**src/rtl/vx_wb_pkg.sv**
```systemverilog
// Shared types and helpers for the GPR writeback arbiter.
// The request payload is sized for up to 32 warps so one struct serves every configuration.
package vx_wb_pkg;

  localparam int unsigned WB_MAX_WARPS = 32;
  localparam int unsigned WB_WARP_ID_W = 5;

  localparam logic [4:0] GPR_ZERO = 5'd0;

  typedef struct packed {
    logic [WB_WARP_ID_W-1:0] warp;
    logic [4:0]              rd;
    logic                    wr;
    logic [31:0]             data;
  } wb_req_t;

  function automatic logic [WB_MAX_WARPS-1:0] onehot_warp(input logic [WB_WARP_ID_W-1:0] id);
    onehot_warp     = '0;
    onehot_warp[id] = 1'b1;
  endfunction

endpackage

```
**src/rtl/vx_rr_arbiter.sv**
```systemverilog
// Combinational round-robin arbiter: the search starts at ptr and wraps modulo N.
// Returns a one-hot grant, its index, and whether any request was granted.
module vx_rr_arbiter #(
  parameter int unsigned  N     = 4,
  localparam int unsigned IDX_W = (N > 1) ? $clog2(N) : 1
) (
  input  logic [N-1:0]     req,
  input  logic [IDX_W-1:0] ptr,
  output logic [N-1:0]     grant,
  output logic [IDX_W-1:0] grant_idx,
  output logic             any
);

  logic [IDX_W:0]   w_sum;
  logic [IDX_W-1:0] w_idx;

  always_comb begin
    grant     = '0;
    grant_idx = '0;
    any       = 1'b0;
    w_sum     = '0;
    w_idx     = '0;
    for (int unsigned k = 0; k < N; k++) begin
      // ptr is always below N, so one subtraction is enough to wrap
      w_sum = {1'b0, ptr} + (IDX_W + 1)'(k);
      if (w_sum >= (IDX_W + 1)'(N)) begin
        w_sum = w_sum - (IDX_W + 1)'(N);
      end
      w_idx = w_sum[IDX_W-1:0];
      if (!any && req[w_idx]) begin
        any          = 1'b1;
        grant[w_idx] = 1'b1;
        grant_idx    = w_idx;
      end
    end
  end

endmodule

```
**src/rtl/vx_gpr_wb_arbiter.sv**
```systemverilog
// Round-robin arbiter sharing the GPR file write port among writeback sources.
// Define VX_WB_FIXED_PRIO0_EN to give requester 0 absolute priority over the round-robin.
module vx_gpr_wb_arbiter
  import vx_wb_pkg::*;
#(
  parameter int unsigned  NUM_REQ   = 3,
  parameter int unsigned  NUM_WARPS = 8,
  localparam int unsigned WARP_W    = $clog2(NUM_WARPS)
) (
  input  logic                        clk,
  input  logic                        reset_n,
  input  logic [NUM_REQ-1:0]          req_valid,
  output logic [NUM_REQ-1:0]          req_ready,
  input  logic [NUM_REQ*WARP_W-1:0]   req_warp,
  input  logic [NUM_REQ*5-1:0]        req_rd,
  input  logic [NUM_REQ-1:0]          req_wr,
  input  logic [NUM_REQ*32-1:0]       req_data,
  output logic                        out_valid,
  output logic [NUM_WARPS-1:0]        out_wb_warp,
  output logic [4:0]                  out_rd,
  output logic [31:0]                 out_data,
  output logic [31:0]                 perf_conflicts
);

  localparam int unsigned IDX_W = $clog2(NUM_REQ);

  wb_req_t                 w_req [NUM_REQ];
  wb_req_t                 w_sel;
  logic [NUM_REQ-1:0]      w_arb_req;
  logic [NUM_REQ-1:0]      w_arb_grant;
  logic [IDX_W-1:0]        w_arb_idx;
  logic                    w_arb_any;
  logic [IDX_W-1:0]        w_ptr_rr_next;
  logic [NUM_REQ-1:0]      w_grant;
  logic                    w_any;
  logic [IDX_W-1:0]        w_ptr_d;
  logic                    w_wen;
  logic [WB_MAX_WARPS-1:0] w_onehot;
  logic [3:0]              w_vcnt;
  logic                    w_conflict;

  logic [IDX_W-1:0]        r_ptr;
  logic                    r_valid;
  logic [NUM_WARPS-1:0]    r_wb_warp;
  logic [4:0]              r_rd;
  logic [31:0]             r_data;
  logic [31:0]             r_conf;

  always_comb begin
    for (int unsigned i = 0; i < NUM_REQ; i++) begin
      w_req[i].warp = WB_WARP_ID_W'(req_warp[i*WARP_W +: WARP_W]);
      w_req[i].rd   = req_rd[i*5 +: 5];
      w_req[i].wr   = req_wr[i];
      w_req[i].data = req_data[i*32 +: 32];
    end
  end

`ifdef VX_WB_FIXED_PRIO0_EN
  // Requester 0 never competes in the round-robin; it preempts it instead.
  assign w_arb_req = {req_valid[NUM_REQ-1:1], 1'b0};
`else
  assign w_arb_req = req_valid;
`endif

  vx_rr_arbiter #(
    .N (NUM_REQ)
  ) u_rr_arbiter (
    .req       (w_arb_req),
    .ptr       (r_ptr),
    .grant     (w_arb_grant),
    .grant_idx (w_arb_idx),
    .any       (w_arb_any)
  );

  assign w_ptr_rr_next = (w_arb_idx == IDX_W'(NUM_REQ - 1)) ? '0 : w_arb_idx + 1'b1;

  always_comb begin
    w_grant = w_arb_grant;
    w_any   = w_arb_any;
    w_ptr_d = w_arb_any ? w_ptr_rr_next : r_ptr;
`ifdef VX_WB_FIXED_PRIO0_EN
    if (req_valid[0]) begin
      w_grant = NUM_REQ'(1);
      w_any   = 1'b1;
      w_ptr_d = r_ptr;
    end
`endif
  end

  assign req_ready = w_grant & {NUM_REQ{reset_n}};

  always_comb begin
    w_sel = '0;
    for (int unsigned i = 0; i < NUM_REQ; i++) begin
      if (w_grant[i]) begin
        w_sel = w_req[i];
      end
    end
  end

  // Consumed requests with wr=0 or rd=x0 still retire, but never reach the register file
  assign w_wen    = w_any && w_sel.wr && (w_sel.rd != GPR_ZERO);
  assign w_onehot = onehot_warp(w_sel.warp);

  always_comb begin
    w_vcnt = '0;
    for (int unsigned i = 0; i < NUM_REQ; i++) begin
      w_vcnt = w_vcnt + 4'(req_valid[i]);
    end
  end

  assign w_conflict = (w_vcnt >= 4'd2);

  always_ff @(posedge clk or negedge reset_n) begin
    if (!reset_n) begin
      r_ptr     <= '0;
      r_valid   <= 1'b0;
      r_wb_warp <= '0;
      r_rd      <= '0;
      r_data    <= '0;
      r_conf    <= '0;
    end else begin
      r_ptr     <= w_ptr_d;
      r_valid   <= w_wen;
      r_wb_warp <= w_wen ? w_onehot[NUM_WARPS-1:0] : '0;
      if (w_wen) begin
        r_rd   <= w_sel.rd;
        r_data <= w_sel.data;
      end
      if (w_conflict && (r_conf != 32'hFFFF_FFFF)) begin
        r_conf <= r_conf + 32'd1;
      end
    end
  end

  assign out_valid      = r_valid;
  assign out_wb_warp    = r_wb_warp;
  assign out_rd         = r_rd;
  assign out_data       = r_data;
  assign perf_conflicts = r_conf;

endmodule
```
**config.mk**
```make
export PLATFORM = sky130hd
export DESIGN_NAME = vx_gpr_wb_arbiter
export DESIGN_NICKNAME = d
export VERILOG_FILES = /design/src/rtl/vx_wb_pkg.sv /design/src/rtl/vx_rr_arbiter.sv /design/src/rtl/vx_gpr_wb_arbiter.sv
export SDC_FILE = /design/constraint.sdc
export NUM_CORES = 1
export LEC_CHECK = 0
export CAP_MARGIN = 20
export CORE_ASPECT_RATIO = 1.2
export CORE_MARGIN = 4
export CORE_UTILIZATION = 45
export DETAILED_ROUTE_END_ITERATION = 6
export PLACE_DENSITY_LB_ADDON = 0.25
export SLEW_MARGIN = 20
export SYNTH_ARGS = -nofsm -noshare
export SYNTH_HDL_FRONTEND = slang
export SYNTH_HIERARCHICAL = 1
export SYNTH_SLANG_ARGS = --single-unit
```
**constraint.sdc**
```tcl
create_clock -name clk -period 8.5 [get_ports clk]
set_input_delay 1.275 -clock clk [delete_from_list [all_inputs] [get_ports clk]]
set_output_delay 1.275 -clock clk [all_outputs]
set_load 0.05 [all_outputs]
```
== Word level (Yosys, flattened, before mapping) ==
Cells that the tools add are included.
W data, S select, Z words.
Word-level totals
  logic and storage cells: 75
  bits of input ports: 128
  output and inout port bits: 81
  bits in registers: 80
Cells by class
  mux-type cells: 31
  order comparisons: 12
  reductions and logical operators: 12
  equality and inequality tests: 2
  $add $sub $neg: 9
  bitwise gates (word level): 3
Operators with widths (count)
  $mux W43: 2
  $mux W41: 1
  $add A32 B1 Y32 const B: 1
  $ne A32 B32 Y1 const B: 1
  $mux W2: 7
  $mux W1: 10
  $ge A3 B2 Y1 const B: 3
  $logic_and A1 B1 Y1: 9
  $lt A2 B3 Y1 const B: 3
  $mux W3: 3
  $mux W8: 1
  $bmux W1 S2: 3
  $demux W1 S2: 3
  $ge A2 B1 Y1 const B: 3
  $lt A5 B6 Y1 const B: 1
  $or A3 B3 Y3: 2
  $sub A2 B2 Y2 const B: 3
  $demux W1 S5: 1
  $ge A5 B1 Y1 const B: 1
  $reduce_bool A5 Y1: 1
  $add A2 B1 Y3: 1
  $add A2 B1 Y3 const B: 1
  $add A2 B2 Y3 const B: 1
  $and A3 B3 Y3: 1
  other kinds (5): 6

== Longest topological paths before layout ==
Gate-level depths: netlist (run 1).
  depth after elaboration: 19
  depth in mapped cells: 15
  gate-level depth less buffers: 11

== Hierarchy ==
Netlist (run 1), hierarchy kept.
By module, submodules not included
  vx_gpr_wb_arbiter: seq. area each 2001.9 um^2, times used 1, area each 4286.6 um^2, cells each 423
  vx_rr_arbiter: seq. area each 0.0 um^2, times used 1, area each 281.5 um^2, cells each 41

== Worst setup path after synthesis (run 1) ==
No wires, ideal clock.
  kind: input to output
  start point: in req_valid[0]
  end point: out req_ready[1]
  required time: 7225 ps
  path slack: 4242 ps
  path buffers: 3
  stages on the path: 8
  arrival time: 2983 ps
  path through: nand2b_1 -> a21oi_1 -> o21ai_0 -> o21ai_0 -> buf_2 -> buf_2 -> buf_1 -> and2_1
Between the ends
  cells in the longest elaborated chain, start to end: 10
  elaborated cells on any way between the ends: 18
  those cells by class: mux: 11; bitwise: 3; reduce/logical: 4
Ends and longest elaborated chain
  start, declared: RTL line vx_gpr_wb_arbiter.sv:12  | input logic [NUM_REQ-1:0] req_valid,
  $bmux W1 S2: RTL line vx_rr_arbiter.sv:30  | if (!any && req[w_idx]) begin
  $mux W1 (not written as such): RTL line vx_rr_arbiter.sv:30
  $mux W1: RTL line vx_rr_arbiter.sv:30
  $logic_not A1 Y1: RTL line vx_rr_arbiter.sv:30
  $logic_and A1 B1 Y1: RTL line vx_rr_arbiter.sv:30
  $mux W1: RTL line vx_rr_arbiter.sv:30
  $logic_not A1 Y1: RTL line vx_rr_arbiter.sv:30
  $logic_and A1 B1 Y1: RTL line vx_rr_arbiter.sv:30
  $mux W3 (*): RTL line vx_rr_arbiter.sv:30
  named net w_arb_grant[1]: RTL line vx_gpr_wb_arbiter.sv:30  | logic [NUM_REQ-1:0] w_arb_grant;
  $and A3 B3 Y3 (*): RTL line vx_gpr_wb_arbiter.sv:90  | assign req_ready = w_grant & {NUM_REQ{reset_n}};
  end, declared: RTL line vx_gpr_wb_arbiter.sv:13  | output logic [NUM_REQ-1:0] req_ready,
The timed path passes the listed nets; every way through them passes the cells marked *. The select of a mux whose other input is x is not followed.

== Worst setup path after layout (run 1) ==
  start point: in req_valid[0]
  end point: out req_ready[2]
The elaborated chain is that of the path after synthesis.

==> results of run 1 <==
==> power by group through the flow <==
| stage | combinational [mW] | sequential, mW | clock (mW) |
|---|---|---|---|
| CTS | 1.85 | 0.577 | 0.380 |
| detailed placement | 1.84 | 0.583 | 0 |
| global placement | 1.80 | 0.574 | 0 |
| floorplan | 1.01 | 0.927 | 0 |
| global route | 2.00 | 0.593 | 0.395 |
| finish | 1.86 | 0.577 | 0.372 |
==> cells by family (layout without fill, tap and decap cells) <==
kind of cell,Yosys count,count (layout),share of synthesized area (%)
muxes,39,39,11.0
adders and majority gates,6,6,1.64
AOI/OAI and AO/OA,112,112,15.7
DFF,80,80,43.8
and+or+nand+nor,163,163,18.5
buffers and inverters,36,241,4.03
xor gates and xnor gates,28,28,5.37
==> critical path, cell delays in order <==
cell	delay, ps
clkdlybuf4s50_1	590
mux2i_1	130
o21ai_1	290
a21oi_1	170
nor2_4	90
buf_4	520
and2_1	220
clkdlybuf4s50_1	810
==> stage by stage <==
stage	cell area, sq um	utilization [%]
floorplan	4570	-
CTS	7020	70.5
finish	7050	70.8
global placement	6730	67.6
detailed placement	6730	67.6
global route	7050	70.8
==> metal layers <==
layer,global-route usage [%],routed length (um)
met1,28.0,5550
met3,5.08,1040
met4,6.57,266
met5,0,0
met2,43.0,7620
==> worst paths after layout <==
path                                                       end  cells after the start                startpoint
worst max-delay path                              req_ready[2]                      8              req_valid[0]
worst min-delay path                  out_data[31]$_DFFE_PN0P_                      1  out_data[31]$_DFFE_PN0P_
worst max register to register        out_data[13]$_DFFE_PN0P_                     13      r_ptr[1]$_DFFE_PN0P_
worst min register to register        out_data[31]$_DFFE_PN0P_                      1  out_data[31]$_DFFE_PN0P_
max in group asynchronous       perf_conflicts[16]$_DFFE_PN0P_                      2                   reset_n
min in group asynchronous       perf_conflicts[12]$_DFFE_PN0P_                      1                   reset_n
==> layout make-up <==
class	instances	area, sq um	area share [%]
Tap cell	126	158	2.24
Multi-Input combinational cell	348	2410	34.2
Clock buffer	11	233	3.30
Clock inverter	5	57.6	0.817
Timing Repair Buffer	214	2140	30.4
Inverter	11	41.3	0.586
Sequential cell	80	2000	28.4
==> flip-flops by register name, summed over array words and instances (netlist names) <==
register / count
out_data: 32
out_rd: 5
out_valid: 1
out_wb_warp: 8
perf_conflicts: 32
r_ptr: 2
==> cells in the mapped netlist (all sizes together), types with 7 or more instances <==
library cell,count
a21oi,13
a22oi,35
and3,7
buf,16
clkbuf,9
dfrtp,80
inv,11
mux2,36
nand2,61
nand3,16
nand3b,9
nand4,9
nor2,21
nor3,12
o21ai,46
xnor2,14
xor2,14
==> impl_results.html, run 1 <==
<table>
<tr><th>Metric</th><th>Value</th></tr>
<tr><th colspan="2">Yosys</th></tr>
<tr><td>Synth area leaders</td><td>dfrtp_1 44%, a22oi_1 5.8%, mux2_1 5.2%</td></tr>
<tr><td>Share of the yosys chip area belonging to registers</td><td>43.8%</td></tr>
<tr><td>Fraction of synthesized cell area taken by the top area cell type</td><td>43.8%</td></tr>
<tr><td>Cell Area, Synth</td><td>4570 sq um</td></tr>
<tr><td>Number of synthesis warnings</td><td>6</td></tr>
<tr><td>Number of instances in the synthesized netlist</td><td>464</td></tr>
<tr><td>EDFF count, synth</td><td>0</td></tr>
<tr><td>Post-synth net total</td><td>598</td></tr>
<tr><td>Post-synthesis async set-or-reset flop share</td><td>100%</td></tr>
<tr><td>Predominant post-synthesis flop cell</td><td>dfrtp_1</td></tr>
<tr><td>Flip-flop and latch count after synthesis</td><td>80</td></tr>
<tr><td>Post-synthesis cell type with the largest combined area</td><td>dfrtp_1</td></tr>
<tr><td>Count of distinct cell types in the synthesized netlist</td><td>57</td></tr>
<tr><td>Mean instance size in the synthesized netlist</td><td>9.85 sq um</td></tr>
<tr><th colspan="2">Clock network</th></tr>
<tr><td>TritonCTS clock tree</td><td>built</td></tr>
<tr><td>H-tree depth</td><td>3</td></tr>
<tr><td>Hold-fix buffers, CTS</td><td>0</td></tr>
<tr><td>Clk slew on worst S/H paths</td><td>60 ps</td></tr>
<tr><td>Clock Sink Count</td><td>80</td></tr>
<tr><td>Buffer count from post-CTS setup fixing</td><td>0</td></tr>
<tr><td>Number of resized instances in the post-cts repair step</td><td>0</td></tr>
<tr><td>Cell at the root of the clock tree</td><td>clkbuf_16</td></tr>
<tr><td>Number of buffers on the longest clock path</td><td>2</td></tr>
<tr><td>Clock latency on the worst-skew pair</td><td>330 ps</td></tr>
<tr><td>Clock buffer count from CTS</td><td>9</td></tr>
<tr><th colspan="2">STA</th></tr>
<tr><td>Max Clock Freq</td><td>186 MHz</td></tr>
<tr><td>Pins over their slew limit</td><td>0</td></tr>
<tr><td>Period Utilization, post-route</td><td>63.3%</td></tr>
<tr><td>Final hold violation count</td><td>0</td></tr>
<tr><td>Transition time at the pin with the least slew margin</td><td>653 ps</td></tr>
<tr><td>Worst clock skew on the final layout</td><td>7.90 ps</td></tr>
<tr><td>Tmin final</td><td>5380 ps</td></tr>
<tr><td>Summed negative setup slack over all endpoints</td><td>0 ps</td></tr>
<tr><td>Worst hold slack</td><td>482 ps</td></tr>
<tr><td>Headroom to the max-slew limit</td><td>56.5%</td></tr>
<tr><td>Setup Viol. Count Final</td><td>0</td></tr>
<tr><td>Fin worst setup slack</td><td>3120 ps</td></tr>
<tr><td>RSZ-0062 raised after global routing</td><td>no</td></tr>
<tr><th colspan="2">Route</th></tr>
<tr><td>Remaining antenna violation count</td><td>0</td></tr>
<tr><td>Total wire length</td><td>14500 um</td></tr>
<tr><td>Mean routed wirelength per cell</td><td>18.2 um</td></tr>
<tr><td>Via count</td><td>4393</td></tr>
<tr><td>DRC violations left</td><td>0</td></tr>
<tr><td>Ratio of routed vias to standard cells</td><td>5.53</td></tr>
<tr><td>Starting DRC count in detailed routing</td><td>245</td></tr>
<tr><td>Number of search-and-repair iterations in the first detailed-routing pass</td><td>5</td></tr>
<tr><th colspan="2">Pwr</th></tr>
<tr><td>Clock network fraction of design power</td><td>13.2%</td></tr>
<tr><td>Reported leakage power</td><td>2.92 nW</td></tr>
<tr><td>Largest voltage drop on the vdd net</td><td>0.276 mV</td></tr>
<tr><td>Int Power</td><td>1.47 mW</td></tr>
<tr><td>Fraction of power consumed by sequential logic</td><td>20.5%</td></tr>
<tr><td>Switching share of power</td><td>47.8%</td></tr>
<tr><td>Power per unit of standard cell area</td><td>399 nW/um^2</td></tr>
<tr><td>Switch Pwr</td><td>1.34 mW</td></tr>
<tr><td>Power after layout</td><td>2.81 mW</td></tr>
<tr><td>Comb pwr share</td><td>66.3%</td></tr>
<tr><th colspan="2">Hold path</th></tr>
<tr><td>Type of the tightest min-delay check</td><td>reg2reg</td></tr>
<tr><th colspan="2">Critical path</th></tr>
<tr><td>Required @ worst endpoint</td><td>7220 ps</td></tr>
<tr><td>Crit Path Max Fanout</td><td>78</td></tr>
<tr><td>Critical path class</td><td>in2out</td></tr>
<tr><td>Worst R2R Setup Slack</td><td>4760 ps</td></tr>
<tr><td>Arrival time of the worst setup path</td><td>4110 ps</td></tr>
<tr><td>Startpoint types</td><td>input pin</td></tr>
<tr><td>Setup crit end kind</td><td>primary output</td></tr>
<tr><th colspan="2">GRT</th></tr>
<tr><td>First-pass GRT wire length</td><td>22600 um</td></tr>
<tr><td>All-Layer GR Usage</td><td>23.8%</td></tr>
<tr><td>Antenna violations before repair</td><td>0</td></tr>
<tr><td>Maximum number of pins on one net before global-route repair</td><td>79</td></tr>
<tr><td>Number of global-route vias before repair</td><td>4363</td></tr>
<tr><td>Aggregate global routing overflow</td><td>0</td></tr>
<tr><th colspan="2">Place</th></tr>
<tr><td>Post-Place Worst Slack</td><td>2930 ps</td></tr>
<tr><td>Detailed placement HPWL</td><td>11200 um</td></tr>
<tr><td>Number of port buffers</td><td>208</td></tr>
<tr><td>RD Place Congestion</td><td>0.899</td></tr>
<tr><td>Placed insts</td><td>778</td></tr>
<tr><th colspan="2">Layout</th></tr>
<tr><td>Layout net count</td><td>798</td></tr>
<tr><td>Share of post-route cells with drive strength above 1</td><td>7.77%</td></tr>
<tr><td>Number of fill cells in the layout</td><td>754</td></tr>
<tr><td>Count of inserted antenna diode cells</td><td>0</td></tr>
<tr><td>Non-filler instance count after layout</td><td>795</td></tr>
<tr><td>Area Growth Syn to Fin</td><td>54.3%</td></tr>
<tr><td>Most common cell after layout, fill and taps aside</td><td>clkdlybuf4s50_1</td></tr>
<tr><td>Commonest cells after routing, fill and taps aside</td><td>207 x clkdlybuf4s50_1, 80 x dfrtp_1, 61 x nand2_1</td></tr>
<tr><th colspan="2">Floorplanning</th></tr>
<tr><td>Chip Height</td><td>118 um</td></tr>
<tr><td>Area enclosed by the die boundary</td><td>11800 sq um</td></tr>
<tr><td>Row count</td><td>40</td></tr>
<tr><td>Area of the core</td><td>9960 sq um</td></tr>
<tr><td>Horizontal die dimension</td><td>100 um</td></tr>
<tr><td>Starting density of the core</td><td>45.9%</td></tr>
<tr><td>Number of top-level pins</td><td>209</td></tr>
<tr><th colspan="2">Job</th></tr>
<tr><td>Max Cap Violations</td><td>0</td></tr>
<tr><th colspan="2">Status</th></tr>
<tr><td>Result of the run</td><td>completed</td></tr>
</table>
Power figures use the tool's default switching activity.
==> run 2, diff against run 1 <==
- CORE_UTILIZATION: 45 -> 42
- clock period: 8.5 -> 5.5 ns (I/O delays scaled with it)
==> run 2 against run 1 <==
Net effect:
- non-clock buffer count unchanged
- final cell count is 0.38% higher
- sequential power grew 55%
- combinational power increased by 53%
- sequential share of layout area is essentially flat
- utilization fell by 4.0 points
- critical path depth shrank 1
- global-route usage is 1.5 points lower
- die area rose by 6.6%
- register-to-register slack worse by 2900 ps
- critical path type unchanged
- critical endpoint is now req_ready[0]
==> impl_results.html, run 2 (synthesis gave the netlist of run 1 again) <==
<table>
<tr><th>Metric</th><th>Value</th></tr>
<tr><th colspan="2">Clock network</th></tr>
<tr><td>Clock latency on the worst-skew pair</td><td>330 ps</td></tr>
<tr><td>Hold-fix buffers, CTS</td><td>0</td></tr>
<tr><td>Number of buffers on the longest clock path</td><td>2</td></tr>
<tr><td>Buffer count from post-CTS setup fixing</td><td>0</td></tr>
<tr><td>Clock buffer count from CTS</td><td>9</td></tr>
<tr><td>H-tree depth</td><td>3</td></tr>
<tr><td>Clk slew on worst S/H paths</td><td>50 ps</td></tr>
<tr><td>Clock Sink Count</td><td>80</td></tr>
<tr><td>TritonCTS clock tree</td><td>built</td></tr>
<tr><td>Number of resized instances in the post-cts repair step</td><td>0</td></tr>
<tr><td>Cell at the root of the clock tree</td><td>clkbuf_16</td></tr>
<tr><th colspan="2">STA</th></tr>
<tr><td>Period Utilization, post-route</td><td>78.4%</td></tr>
<tr><td>Tmin final</td><td>4310 ps</td></tr>
<tr><td>Worst clock skew on the final layout</td><td>5.29 ps</td></tr>
<tr><td>Final hold violation count</td><td>0</td></tr>
<tr><td>Summed negative setup slack over all endpoints</td><td>0 ps</td></tr>
<tr><td>RSZ-0062 raised after global routing</td><td>no</td></tr>
<tr><td>Fin worst setup slack</td><td>1190 ps</td></tr>
<tr><td>Max Clock Freq</td><td>232 MHz</td></tr>
<tr><td>Pins over their slew limit</td><td>0</td></tr>
<tr><td>Transition time at the pin with the least slew margin</td><td>592 ps</td></tr>
<tr><td>Headroom to the max-slew limit</td><td>60.5%</td></tr>
<tr><td>Setup Viol. Count Final</td><td>0</td></tr>
<tr><th colspan="2">Pwr</th></tr>
<tr><td>Fraction of power consumed by sequential logic</td><td>20.5%</td></tr>
<tr><td>Comb pwr share</td><td>65.0%</td></tr>
<tr><td>Reported leakage power</td><td>2.93 nW</td></tr>
<tr><td>Power after layout</td><td>4.37 mW</td></tr>
<tr><td>Int Power</td><td>2.30 mW</td></tr>
<tr><td>Switching share of power</td><td>47.3%</td></tr>
<tr><td>Power per unit of standard cell area</td><td>619 nW/um^2</td></tr>
<tr><td>Switch Pwr</td><td>2.06 mW</td></tr>
<tr><td>Clock network fraction of design power</td><td>14.5%</td></tr>
<tr><td>Largest voltage drop on the vdd net</td><td>0.376 mV</td></tr>
<tr><th colspan="2">Critical path</th></tr>
<tr><td>Arrival time of the worst setup path</td><td>3490 ps</td></tr>
<tr><td>Worst Reg-to-Reg Cells</td><td>12</td></tr>
<tr><td>Required @ worst endpoint</td><td>4680 ps</td></tr>
<tr><td>Crit Path Max Fanout</td><td>8</td></tr>
<tr><td>Critical path class</td><td>in2out</td></tr>
<tr><td>Startpoint types</td><td>input pin</td></tr>
<tr><td>Setup crit end kind</td><td>primary output</td></tr>
<tr><th colspan="2">Job</th></tr>
<tr><td>Max Cap Violations</td><td>0</td></tr>
<tr><th colspan="2">Layout</th></tr>
<tr><td>Share of post-route cells with drive strength above 1</td><td>7.62%</td></tr>
<tr><td>Non-filler instance count after layout</td><td>798</td></tr>
<tr><td>Count of inserted antenna diode cells</td><td>0</td></tr>
<tr><td>Area Growth Syn to Fin</td><td>54.5%</td></tr>
<tr><td>Layout net count</td><td>798</td></tr>
<tr><td>Most common cell after layout, fill and taps aside</td><td>clkdlybuf4s50_1</td></tr>
<tr><td>Number of fill cells in the layout</td><td>866</td></tr>
<tr><td>Commonest cells after routing, fill and taps aside</td><td>207 x clkdlybuf4s50_1, 80 x dfrtp_1, 61 x nand2_1</td></tr>
<tr><th colspan="2">GRT</th></tr>
<tr><td>Maximum number of pins on one net before global-route repair</td><td>62</td></tr>
<tr><td>Number of global-route vias before repair</td><td>4281</td></tr>
<tr><td>First-pass GRT wire length</td><td>21900 um</td></tr>
<tr><td>Antenna violations before repair</td><td>0</td></tr>
<tr><td>Aggregate global routing overflow</td><td>0</td></tr>
<tr><td>All-Layer GR Usage</td><td>22.2%</td></tr>
<tr><th colspan="2">Hold path</th></tr>
<tr><td>Worst hold path stage count</td><td>1</td></tr>
<tr><td>Type of the tightest min-delay check</td><td>reg2reg</td></tr>
<tr><th colspan="2">Route</th></tr>
<tr><td>DRC violations left</td><td>0</td></tr>
<tr><td>Remaining antenna violation count</td><td>0</td></tr>
<tr><td>Highest routing layer actually used</td><td>met4</td></tr>
<tr><td>Total wire length</td><td>14300 um</td></tr>
<tr><td>Routed length on met2</td><td>7190 um</td></tr>
<tr><td>Met3 Wirelength</td><td>1190 um</td></tr>
<tr><td>Number of search-and-repair iterations in the first detailed-routing pass</td><td>5</td></tr>
<tr><td>Mean routed wirelength per cell</td><td>17.9 um</td></tr>
<tr><td>Starting DRC count in detailed routing</td><td>171</td></tr>
<tr><td>Ratio of routed vias to standard cells</td><td>5.37</td></tr>
<tr><td>Routed metal-1 wirelength</td><td>5610 um</td></tr>
<tr><td>Via count</td><td>4289</td></tr>
<tr><th colspan="2">Status</th></tr>
<tr><td>Result of the run</td><td>completed</td></tr>
<tr><th colspan="2">Floorplanning</th></tr>
<tr><td>Area of the core</td><td>10600 sq um</td></tr>
<tr><td>Chip Height</td><td>122 um</td></tr>
<tr><td>Horizontal die dimension</td><td>103 um</td></tr>
<tr><td>Starting density of the core</td><td>43.2%</td></tr>
<tr><td>Area enclosed by the die boundary</td><td>12600 sq um</td></tr>
<tr><td>Row count</td><td>41</td></tr>
<tr><td>Number of top-level pins</td><td>209</td></tr>
<tr><th colspan="2">Place</th></tr>
<tr><td>Detailed placement HPWL</td><td>11100 um</td></tr>
<tr><td>Post-Place Worst Slack</td><td>1220 ps</td></tr>
<tr><td>Placed insts</td><td>782</td></tr>
<tr><td>Number of port buffers</td><td>208</td></tr>
<tr><td>RD Place Congestion</td><td>0.895</td></tr>
</table>
==> run 2: path summary, 6_finish.rpt <==
| check | slack (ps) | end | from |
|---|---|---|---|
| setup reg to reg | 1860 | out_data[11]$_DFFE_PN0P_ | r_ptr[1]$_DFFE_PN0P_ |
| min in group asynchronous | 490 | perf_conflicts[30]$_DFFE_PN0P_ | reset_n |
| hold reg to reg | 480 | out_data[9]$_DFFE_PN0P_ | out_data[9]$_DFFE_PN0P_ |
| hold / removal | 480 | out_data[9]$_DFFE_PN0P_ | out_data[9]$_DFFE_PN0P_ |
| setup / recovery | 1190 | req_ready[0] | req_valid[1] |
| max in group asynchronous | 4110 | out_rd[1]$_DFFE_PN0P_ | reset_n |
==> run 2: per-layer routing <==
layer  global-route usage [%]  up-vias
met1                     26.5     2025
met2                     39.0      172
met4                     7.21        0
met5                        0        -
met3                     5.34       19
li1                         -     2073
==> run 2: power by group through the flow <==
stage	clock network [mW]	logic, mW	registers (mW)
2_1_floorplan	0	1.55	1.43
3_3_place_gp	0	2.79	0.896
5_1_grt	0.671	3.06	0.920
4_1_cts	0.643	2.86	0.896
6_report	0.633	2.84	0.895
3_5_place_dp	0	2.86	0.904
==> run 2: layout make-up <==
cell class              count  area (sq um)  area share (%)
clock buffers              13           250            3.55
clock inverters             3          65.1           0.922
inverters                  11          41.3           0.585
multi-input cells         348          2410            34.2
flip-flops and latches     80          2000            28.4
well taps                 129           161            2.29
repair buffers            214          2120            30.1
==> run 2: worst max-delay path, stage by stage <==
cell and delay (ps):
clkdlybuf4s50_1 600, mux2i_1 110, o21ai_0 250, o2111ai_1 190
a22oi_1 500, and2_1 210, clkdlybuf4s50_1 800
==> run 2: metrics by stage <==
stage / util (%) / hold slack, ps / area, sq um
floorplan: - / 529 / 4570
global placement: 63.8 / 467 / 6740
detailed placement: 63.8 / 474 / 6740
CTS: 66.8 / 486 / 7060
global route: 66.8 / 505 / 7060
finish: 66.8 / 483 / 7060
